[config.mk]
export PLATFORM = sky130hd
export DESIGN_NAME = fetch_unit
export DESIGN_NICKNAME = d
export VERILOG_FILES = /design/src/rtl/fetch_unit_pkg.sv /design/src/rtl/fetch_fifo.sv /design/src/rtl/fetch_unit.sv
export SDC_FILE = /design/constraint.sdc
export NUM_CORES = 1
export LEC_CHECK = 0
export ABC_AREA = 1
export BUFFER_PORTS_ARGS = -buffer_cell sky130_fd_sc_hd__buf_2
export CAP_MARGIN = 25
export CORE_MARGIN = 2
export CORE_UTILIZATION = 25
export DETAILED_ROUTE_END_ITERATION = 8
export PLACE_DENSITY = 0.49
export SKIP_LAST_GASP = 1
export SLEW_MARGIN = 20
export SYNTH_ARGS = -nofsm -noshare
export SYNTH_HDL_FRONTEND = slang
export SYNTH_HIERARCHICAL = 1
export SYNTH_SLANG_ARGS = --single-unit
[constraint.sdc]
create_clock -name clk -period 4.9 [get_ports clk]
set_input_delay 0.245 -clock clk [delete_from_list [all_inputs] [get_ports clk]]
set_output_delay 0.245 -clock clk [all_outputs]
set_load 0.02 [all_outputs]
[src/rtl/fetch_unit_pkg.sv]
// fetch_unit_pkg: shared fetch-stage types and constants
package fetch_unit_pkg;
  typedef enum logic [1:0] {REQ, WAIT, FLUSH} fetch_state_t;
  typedef struct packed {
    logic [31:0] pc;
    logic [31:0] inst;
    logic        misaligned;
  } fetch_entry_t;
  localparam int INST_BYTES = 4;
endpackage

[src/rtl/fetch_fifo.sv]
// fetch_fifo: synchronous FIFO of fetch entries; a push during flush lands in the freshly emptied buffer
module fetch_fifo
  import fetch_unit_pkg::*;
#(
  parameter int DEPTH = 2,
  localparam int AW = $clog2(DEPTH)
) (
  input  logic         clk,
  input  logic         rst_n,
  input  logic         push,
  input  logic         pop,
  input  logic         flush,
  input  fetch_entry_t din,
  output fetch_entry_t dout,
  output logic         full,
  output logic         empty,
  output logic [AW:0]  count
);
  fetch_entry_t mem [DEPTH];
  logic [AW-1:0] wr_ptr, rd_ptr;
  logic pop_fire;
  assign empty = count == '0;
  assign full = count == (AW+1)'(DEPTH);
  assign pop_fire = pop && !empty;
  assign dout = empty ? '0 : mem[rd_ptr];
  always_ff @(posedge clk) if (push) mem[flush ? '0 : wr_ptr] <= din;
  always_ff @(posedge clk) begin
    if (!rst_n) begin
      wr_ptr <= '0;
      rd_ptr <= '0;
      count <= '0;
    end else if (flush) begin
      wr_ptr <= AW'(push);
      rd_ptr <= '0;
      count <= (AW+1)'(push);
    end else begin
      wr_ptr <= wr_ptr + AW'(push);
      rd_ptr <= rd_ptr + AW'(pop_fire);
      count <= count + (AW+1)'(push) - (AW+1)'(pop_fire);
    end
  end
endmodule

[src/rtl/fetch_unit.sv]
// fetch_unit: instruction fetch, one outstanding imem request, decode FIFO; FETCH_MISALIGN_TRAP_EN turns misaligned redirects into marker entries
module fetch_unit
  import fetch_unit_pkg::*;
#(
  parameter logic [31:0] RESET_PC = 32'h0000_0000,
  parameter int FIFO_DEPTH = 2
) (
  input  logic        clk,
  input  logic        rst_n,
  input  logic        redirect_valid,
  input  logic [31:0] redirect_pc,
  output logic        imem_req_valid,
  input  logic        imem_req_ready,
  output logic [31:0] imem_req_addr,
  input  logic        imem_rsp_valid,
  input  logic [31:0] imem_rsp_data,
  output logic        inst_valid,
  input  logic        inst_ready,
  output logic [31:0] inst_data,
  output logic [31:0] inst_pc,
  output logic        inst_misaligned
);
`ifdef FETCH_MISALIGN_TRAP_EN
  localparam bit TRAP_EN = 1'b1;
`else
  localparam bit TRAP_EN = 1'b0;
`endif
  localparam int CW = $clog2(FIFO_DEPTH) + 1;
  fetch_state_t state;
  logic [31:0] fetch_pc, target;
  logic live, stall, trap, fire, pending, push, pop, full, empty;
  logic [CW-1:0] count;
  fetch_entry_t din, head;
  assign target = TRAP_EN ? redirect_pc : redirect_pc & ~32'd3;
  assign trap = TRAP_EN && redirect_valid && redirect_pc[1:0] != 2'b00;
  // in REQ nothing is outstanding, so occupancy alone carries the credit
  assign imem_req_valid = live && !stall && state == REQ && int'(count) < FIFO_DEPTH;
  assign imem_req_addr = fetch_pc;
  assign fire = imem_req_valid && imem_req_ready;
  assign pending = fire || (state != REQ && !imem_rsp_valid);
  assign push = redirect_valid ? trap : state == WAIT && imem_rsp_valid;
  assign pop = inst_valid && inst_ready && !redirect_valid;
  assign din = '{pc: trap ? redirect_pc : fetch_pc, inst: trap ? 32'd0 : imem_rsp_data, misaligned: trap};
  always_ff @(posedge clk) begin
    if (!rst_n) begin
      state <= REQ;
      fetch_pc <= RESET_PC;
      live <= 1'b0;
      stall <= 1'b0;
    end else begin
      live <= 1'b1;
      if (redirect_valid) begin
        state <= pending ? FLUSH : REQ;
        fetch_pc <= target;
        stall <= trap;
      end else if (state == REQ) begin
        state <= fire ? WAIT : REQ;
      end else if (imem_rsp_valid) begin
        state <= REQ;
        fetch_pc <= state == WAIT ? fetch_pc + 32'(INST_BYTES) : fetch_pc;
      end
    end
  end
  fetch_fifo #(.DEPTH(FIFO_DEPTH)) u_fifo (
    .clk(clk), .rst_n(rst_n), .push(push), .pop(pop), .flush(redirect_valid),
    .din(din), .dout(head), .full(full), .empty(empty), .count(count)
  );
  assign inst_valid = !empty;
  assign inst_data = head.inst;
  assign inst_pc = head.pc;
  assign inst_misaligned = TRAP_EN && head.misaligned;
  no_overflow: assert property (@(posedge clk) disable iff (!rst_n) !(push && full && !pop && !redirect_valid));
endmodule
==> flow_metrics.py, run 1 <==
metrics = {
    "status": {
        "status": "complete, no violations",
    },
    "sta": {
        "tightest_slew_ns": 0.977,
        "max_freq_ghz": 0.343,
        "min_period_ns": 2.91,
        "setup_violations": 0,
        "finalClockSkew_ns": 0.0113,
        "hold_viol_final": 0,
        "rsz0062_at_grt": "false",
        "fin_setup_tns_ns": 0,
        "maxSlewViolCount": 0,
        "layout_setup_ws_ns": 1.99,
        "fin_crit_sh_pct": 59.4,
        "relSlewSlack_pct": 34.8,
    },
    "floorplan": {
        "ios": 169,
        "placeableCoreArea_um2": 29500,
        "floorplan.initialDensity_pct": 25.2,
        "die_area_um2": 31200,
        "chipHeight_um": 177,
        "fp-row-count": 63,
        "die_w_um": 177,
    },
    "run": {
        "cap_violations": 0,
    },
    "placed_design": {
        "hpwlAfterDp_um": 14100,
        "pre_cts_slack_ns": 1.93,
        "port-buffer-count": 163,
        "gp_congestion": 0.795,
    },
    "drt": {
        "drtPass1Iterations": 4,
        "drtIter0Drc": 329,
        "dr_total_vias": 5827,
        "wirelength_um": 21400,
        "drc": 0,
        "via_per_inst": 4.31,
        "wl_per_cell_um": 15.8,
        "postRouteAntennaNets": 0,
    },
    "global_route": {
        "grt_pass1_vias": 5452,
        "antenna_found_initial": 1,
        "grt_max_degree": 67,
        "grt_overflow_total": 0,
        "grt_pass1_wl_um": 31900,
        "track_usage_pct": 13.6,
    },
    "clocking": {
        "clk_latency_ns": 0.43,
        "cts_tree": "done",
        "cts_buffer_depth": 2,
        "root_buffer": "clkbuf_16",
        "cts_made_buffers": 17,
        "clock-sinks": 165,
        "clkTransAtPathRegs_ns": 0.07,
        "cts_max_level": 4,
    },
    "synthesis": {
        "syn-cell-area_um2": 7440,
        "synth_area_per_cell_um2": 9.67,
        "yosysWarnings": 6,
        "synth_cells": 769,
    },
    "setup_path": {
        "crit_arrival_ns": 2.98,
        "crit_fanout": 33,
        "regToRegStartpoint": "state[0]$_SDFFE_PN0P_",
        "cp-startpoint": "state[0]$_SDFFE_PN0P_",
        "worstSetupPathType": "reg2reg",
        "startpoint_type": "flop",
        "crit_required_ns": 4.96,
        "end_kind": "flop",
    },
    "cells_and_area": {
        "drive_gt1_share_pct": 25.9,
        "utilization_pct": 31.8,
        "area_growth_pct": 26.1,
        "nets": 1022,
    },
    "pwr": {
        "ir_worst_vdd_mv": 0.206,
        "p_per_area_nw_per_um2": 335,
        "power.leakage_nw": 3.67,
        "power_mw": 3.15,
    },
    "min_path": {
        "hold_class": "in2reg",
        "hold_start": "imem_rsp_data[17]",
    },
}
what timing repair did:
action                     4_1_cts  5_1_grt
resized for setup                0        0
buffers inserted                 0        0
setup endpoints to repair        0        0
hold buffers                    18        1
hold endpoints to repair        35        2
final timing paths:
path	end	slack, ns	cells after the start
hold reg to reg	u_fifo/mem[1][64]$_DFFE_PP_	0.54	0
setup / recovery	u_fifo/mem[1][23]$_DFFE_PP_	1.99	7
hold / removal	u_fifo/mem[1][18]$_DFFE_PP_	0.01	1
setup reg to reg	u_fifo/mem[1][23]$_DFFE_PP_	1.99	7
final cells by class:
cell class                 count  area [µm²]
sequential                   165        4590
fill                        3138       20100
inverter                      58         219
clock buffer                  20         457
clock inverter                12         145
antenna                        1        2.50
timing repair buffer         191        1070
multi-input combinational    516        2410
tap                          390         488
layer usage:
metal  up-vias  GRT usage, %  wire length, µm
met5         -             0                0
met3        22          2.35              904
met4         0          4.65              314
li1       2932             -                -
met1      2717          18.2            10000
met2       156          22.4            10200
flip-flops by register name (all words and copies together) (netlist names):
register,count
u_fifo/mem,128
imem_req_addr,30
state,2
u_fifo/count,2
live,1
u_fifo/rd_ptr,1
u_fifo/wr_ptr,1
placed cells by master, fill, tap and decap left out, types with 2 or more instances in the layout:
| master | n |
|---|---|
| inv_2 | 2 |
| dfxtp_1 | 36 |
| conb_1 | 7 |
| dlygate4sd3_1 | 19 |
| clkinv_2 | 2 |
| clkbuf_16 | 17 |
| buf_2 | 163 |
| nand2_1 | 240 |
| clkinvlp_4 | 3 |
| clkinv_4 | 3 |
| a31oi_1 | 10 |
| nor2_4 | 8 |
| nand4_1 | 2 |
| nand3b_1 | 2 |
| nor2_1 | 52 |
| a21oi_1 | 74 |
| edfxtp_1 | 128 |
| nand3_1 | 45 |
| clkbuf_8 | 2 |
| nor2_2 | 7 |
| a21oi_2 | 11 |
| nor3_1 | 8 |
| buf_4 | 9 |
| inv_1 | 55 |
| ha_1 | 3 |
| o211ai_1 | 5 |
| inv_8 | 2 |
| bufinv_16 | 2 |
| o21ai_0 | 19 |
| nand2_2 | 14 |
where the power goes:
part	total, mW	leakage (nW)	internal [mW]	switching [mW]
Clock	1.37	0.287	0.788	0.581
Combinational	0.214	1.91	0.0775	0.136
Sequential	1.56	1.47	1.53	0.0375
Total	3.15	3.67	2.39	0.755
worst max-delay path, stage by stage (launching register included):
cell,delay [ns]
dfxtp_1,0.37
nand2_2,0.08
nor2_4,0.24
inv_2,0.16
nor2_4,0.40
inv_1,0.22
nor2_4,0.53
buf_4,0.53
per-stage QoR:
step                      instance area (µm²)  hold slack [ns]  std cells
after global routing                     9380          0.00341       1353
after floorplan                          7460            0.273        775
after CTS                                9370         0.000657       1351
after global placement                   8590            0.433       1301
final                                    9380           0.0128       1353
after detailed placement                 8590            0.437       1301
No activity file was read; power rests on OpenSTA's default activity.
==> run 2: changes to the inputs <==
Settings changed: PLACE_DENSITY 0.49 to 0.47.
Clock period 4.9 ns to 2.85 ns, I/O delays scaled along.
==> flow_metrics.py, run 2 (synthesized netlist as in run 1, its figures left out) <==
metrics = {
    "status": {
        "status": "complete, no violations",
    },
    "sta": {
        "fin_setup_tns_ns": 0,
        "rsz0062_at_grt": "false",
        "relSlewSlack_pct": 38.2,
        "hold_viol_final": 0,
        "min_period_ns": 2.27,
        "maxSlewViolCount": 0,
        "setup_violations": 0,
        "max_freq_ghz": 0.441,
        "finalClockSkew_ns": 0.0117,
        "fin_crit_sh_pct": 79.5,
        "layout_setup_ws_ns": 0.583,
        "tightest_slew_ns": 0.926,
    },
    "cells_and_area": {
        "regArea_um2": 4590,
        "top_register": "u_fifo/mem",
        "antenna-diode-count": 0,
        "largest_register_ff_count": 128,
        "area_growth_pct": 30.4,
        "final_cell_mix": "240 x nand2_1, 163 x buf_2, 128 x edfxtp_1",
        "nets": 1050,
        "final_common_cell": "nand2_1",
        "drive_gt1_share_pct": 25.4,
        "utilization_pct": 32.9,
        "fill_cells": 3107,
        "multi_input_area_um2": 2410,
    },
    "setup_path": {
        "crit_arrival_ns": 2.12,
        "end_kind": "primary output",
        "r2r_cells": 11,
        "r2r_setup_slack_ns": 0.93,
        "cp-startpoint": "u_fifo/rd_ptr$_SDFF_PP0_",
        "crit_required_ns": 2.71,
        "endpoint": "inst_data[20]",
        "regToRegStartpoint": "u_fifo/count[1]$_SDFF_PP0_",
        "r2r_end": "u_fifo/count[0]$_SDFF_PN0_",
        "startpoint_type": "flop",
        "crit_fanout": 36,
        "worstSetupPathType": "reg2out",
    },
    "clocking": {
        "clk_latency_ns": 0.43,
        "cts_resized": 0,
        "post-cts-setup-buffer-count": 0,
        "clock-sinks": 165,
        "cts_buffer_depth": 2,
        "hold_buffers": 45,
        "cts_made_buffers": 17,
        "cts_max_level": 4,
        "cts_tree": "done",
        "root_buffer": "clkbuf_16",
        "clkTransAtPathRegs_ns": 0.07,
    },
    "drt": {
        "wl_per_cell_um": 15.5,
        "drtIter0Drc": 346,
        "dr_total_vias": 5904,
        "postRouteAntennaNets": 0,
        "drtPass1Iterations": 6,
        "drc": 0,
        "wirelength_um": 21400,
        "via_per_inst": 4.28,
    },
    "floorplan": {
        "floorplan.initialDensity_pct": 25.2,
        "fp-row-count": 63,
        "placeableCoreArea_um2": 29500,
        "ios": 169,
        "die_w_um": 177,
        "die_area_um2": 31200,
        "chipHeight_um": 177,
    },
    "global_route": {
        "grt_max_degree": 67,
        "grt_pass1_wl_um": 31800,
        "grt_overflow_total": 0,
        "antenna_found_initial": 0,
        "grt_pass1_vias": 5506,
        "track_usage_pct": 13.7,
    },
    "pwr": {
        "pwr-share-clk_pct": 44.2,
        "p_seq_share_pct": 48.6,
        "p_per_area_nw_per_um2": 571,
        "p_int_mw": 4.25,
        "p_sw_mw": 1.28,
        "power.leakage_nw": 3.80,
        "pwr-share-comb_pct": 7.2,
        "ir_worst_vdd_mv": 0.330,
        "swShare_pct": 23.2,
    },
    "run": {
        "cap_violations": 0,
    },
    "placed_design": {
        "gp_congestion": 0.803,
        "port-buffer-count": 163,
        "pre_cts_slack_ns": 0.935,
        "hpwlAfterDp_um": 13800,
    },
    "min_path": {
        "hold_class": "in2reg",
    },
}
-- run 2: changes by cell type in the layout (fill, tap and decap cells not counted), moves of 2 or more --
cell	before	now
inv_8	2	0
clkbuf_8	2	0
clkinvlp_4	3	5
clkinv_4	3	0
dlygate4sd3_1	19	45
inv_6	1	4
bufinv_16	2	4
buf_12	0	2
-- run 2: worst min path at each step --
stage,start,endpoint,slack [ns],cells past startpoint
global route,redirect_pc[5],imem_req_addr[5]$_SDFFE_PN0P_,0.02,3
detailed placement,imem_rsp_data[17],u_fifo/mem[1][18]$_DFFE_PP_,0.33,1
finish,redirect_pc[8],imem_req_addr[8]$_SDFFE_PN0P_,0.03,5
CTS,redirect_pc[8],imem_req_addr[8]$_SDFFE_PN0P_,0.006,5
global placement,imem_rsp_data[20],u_fifo/mem[0][21]$_DFFE_PP_,0.33,1
floorplan,rst_n,live$_DFF_P_,0.17,0
-- run 2: final cells by class --
type,instances,area share [%]
sequential,165,47.3
multi-input combinational,516,24.8
timing repair buffer,219,14.2
tap,390,5.03
clock buffer,17,4.38
inverter,58,2.26
clock inverter,15,2.08
-- run 2: power groups by stage --
stage	sequential, mW	clock, mW	combinational, mW
after floorplan	2.75	0	0.181
after global placement	2.74	0	0.353
after detailed placement	2.74	0	0.354
after CTS	2.69	2.52	0.404
after global routing	2.70	2.62	0.441
final	2.69	2.45	0.398
-- run 2: per-stage QoR --
| step | total power, mW | hold WS [ns] | cells | cell area, µm² |
|---|---|---|---|---|
| 5_1_grt | 5.75 | 0.0240 | 1380 | 9700 |
| 2_1_floorplan | 2.93 | 0.170 | 775 | 7480 |
| 3_5_place_dp | 3.10 | 0.334 | 1303 | 8630 |
| 6_report | 5.54 | 0.0288 | 1380 | 9700 |
| 4_1_cts | 5.62 | 0.00556 | 1380 | 9700 |
| 3_3_place_gp | 3.10 | 0.331 | 1303 | 8630 |
-- run 2: layer usage --
metal,share of wire (%),global-route usage [%],up-vias
li1,-,-,2991
met1,46,18.0,2746
met2,48,22.6,151
met3,4.9,3.32,16
met4,1.0,3.62,0
met5,0,0,-
-- run 2: worst max-delay path, cell delays in order (launching register included) --
cell,delay (ns)
dfxtp_2,0.32
clkinv_2,0.34
buf_4,0.52
nand2_1,0.10
a21oi_1,0.18
buf_2,0.19
==> run 3: changes to the inputs <==
Clock period 2.85 ns to 2.1 ns, I/O delays scaled along.
==> flow_metrics.py, run 3 (synthesized netlist as in run 1, its figures left out) <==
metrics = {
    "drt": {
        "wl_per_cell_um": 15.5,
        "drc": 0,
        "dr_total_vias": 5997,
        "wirelength_um": 21600,
        "postRouteAntennaNets": 0,
        "drtIter0Drc": 364,
        "via_per_inst": 4.30,
        "drtPass1Iterations": 4,
    },
    "global_route": {
        "grt_pass1_vias": 5734,
        "grt_overflow_total": 0,
        "antenna_found_initial": 0,
        "grt_pass1_wl_um": 32900,
        "grt_max_degree": 52,
        "track_usage_pct": 14.0,
    },
    "cells_and_area": {
        "nets": 1065,
        "top_register": "u_fifo/mem",
        "fin_area_um2": 9850,
        "drive_gt1_share_pct": 26.5,
        "antenna-diode-count": 0,
        "area_growth_pct": 32.4,
        "final_common_cell": "nand2_1",
        "largest_register_ff_count": 128,
        "final_cell_mix": "240 x nand2_1, 163 x buf_2, 128 x edfxtp_1",
    },
    "floorplan": {
        "floorplan.initialDensity_pct": 25.2,
        "fp-row-count": 63,
        "ios": 169,
        "placeableCoreArea_um2": 29500,
        "chipHeight_um": 177,
        "die_area_um2": 31200,
        "die_w_um": 177,
    },
    "placed_design": {
        "port-buffer-count": 163,
        "gp_congestion": 0.820,
        "hpwlAfterDp_um": 14500,
        "placed_cell_area_um2": 8790,
    },
    "setup_path": {
        "path_cells": "nor2_4, buf_4, a21oi_1, buf_2",
        "critical_path.top_delay_family": "buffers and inverters",
        "worstSetupPathType": "reg2out",
        "crit_fanout": 48,
        "path_buf_inv": 2,
        "crit_required_ns": 2.00,
        "crit_arrival_ns": 1.81,
        "end_kind": "primary output",
        "critical_path.slowest_cell": "buf_4",
        "startpoint_type": "flop",
        "cpPeakStageDelay_ns": 0.54,
    },
    "sta": {
        "rsz0062_at_grt": "false",
        "finalClockSkew_ns": 0.0120,
        "max_freq_ghz": 0.523,
        "hold_viol_final": 0,
        "fin_crit_sh_pct": 91.0,
        "tightest_slew_ns": 0.635,
        "relSlewSlack_pct": 57.7,
        "setup_violations": 0,
        "maxSlewViolCount": 0,
        "min_period_ns": 1.91,
    },
    "clocking": {
        "cts_buffer_depth": 2,
        "clk_latency_ns": 0.42,
        "clock-sinks": 165,
        "cts_tree": "done",
        "cts_made_buffers": 17,
        "clkTransAtPathRegs_ns": 0.07,
        "cts_max_level": 4,
        "root_buffer": "clkbuf_16",
        "post-cts-setup-buffer-count": 0,
    },
    "pwr": {
        "power_mw": 7.36,
        "power.leakage_nw": 3.88,
        "p_per_area_nw_per_um2": 747,
        "ir_worst_vdd_mv": 0.478,
    },
    "status": {
        "status": "complete, no violations",
    },
    "run": {
        "cap_violations": 0,
    },
    "min_path": {
        "hold_class": "in2reg",
    },
}
## run 3: cell types whose count changed in the layout (fill, tap and decap cells not counted), moves of 2 or more
cell,delta
buf_12,+4
clkbuf_8,+3
buf_4,+10
clkinv_4,+2
clkinvlp_4,-2
bufinv_16,-2
clkbuf_1,+2
## run 3: final timing paths
kind | start | to | slack, ns | depth (start not counted)
worst max-delay path | u_fifo/count[1]$_SDFF_PP0_ | inst_pc[9] | 0.19 | 4
worst min-delay path | imem_rsp_valid | state[1]$_SDFFE_PN0P_ | 0.03 | 4
worst max register to register | u_fifo/count[1]$_SDFF_PP0_ | u_fifo/count[0]$_SDFF_PN0_ | 0.33 | 11
worst min register to register | imem_req_addr[3]$_SDFFE_PN0P_ | u_fifo/mem[0][36]$_DFFE_PP_ | 0.55 | 0
## run 3: metrics by stage
stage,setup TNS (ns),hold WS (ns),instances,setup WS (ns),utilization (%)
after floorplan,-40.51,0.133,775,-0.373,-
after global placement,0,0.296,1317,0.326,29.8
after detailed placement,0,0.297,1317,0.311,29.8
after CTS,0,0.00876,1395,0.121,33.4
after global routing,0,0.0209,1395,0.0374,33.4
final,0,0.0313,1395,0.189,33.4
## run 3: power breakdown
group	internal [mW]	switching [mW]	total [mW]	leakage, nW
registers	3.56	0.0792	3.64	1.47
logic	0.230	0.342	0.571	2.13
clock network	1.86	1.28	3.14	0.283
total	5.65	1.71	7.36	3.88
## run 3: timing repair
action | 4_1_cts | 5_1_grt
endpoints found under the setup margin | 0 | 0
hold buffers | 46 | 0
hold endpoints to repair | 78 | 0
resized for setup | 0 | 0
## run 3: area by class of cell
cell class | instances | area (µm²)
Fill cell | 3059 | 19600
Timing Repair Buffer | 234 | 1540
Sequential cell | 165 | 4590
Multi-Input combinational cell | 516 | 2410
Inverter | 58 | 226
Clock inverter | 10 | 123
Tap cell | 390 | 488
Clock buffer | 22 | 474
## run 3: worst min-delay path, cell delays in order
cell	delay [ns]
buf_2	0.10
inv_1	0.05
a21oi_1	0.11
nor2_1	0.05
## run 3: layer usage
layer / track usage (%) / vias to the layer above / wire length [µm]
li1: - / 3018 / -
met1: 18.6 / 2816 / 10100
met2: 23.5 / 151 / 10300
met3: 2.69 / 12 / 964
met4: 3.65 / 0 / 224
met5: 0 / - / 0
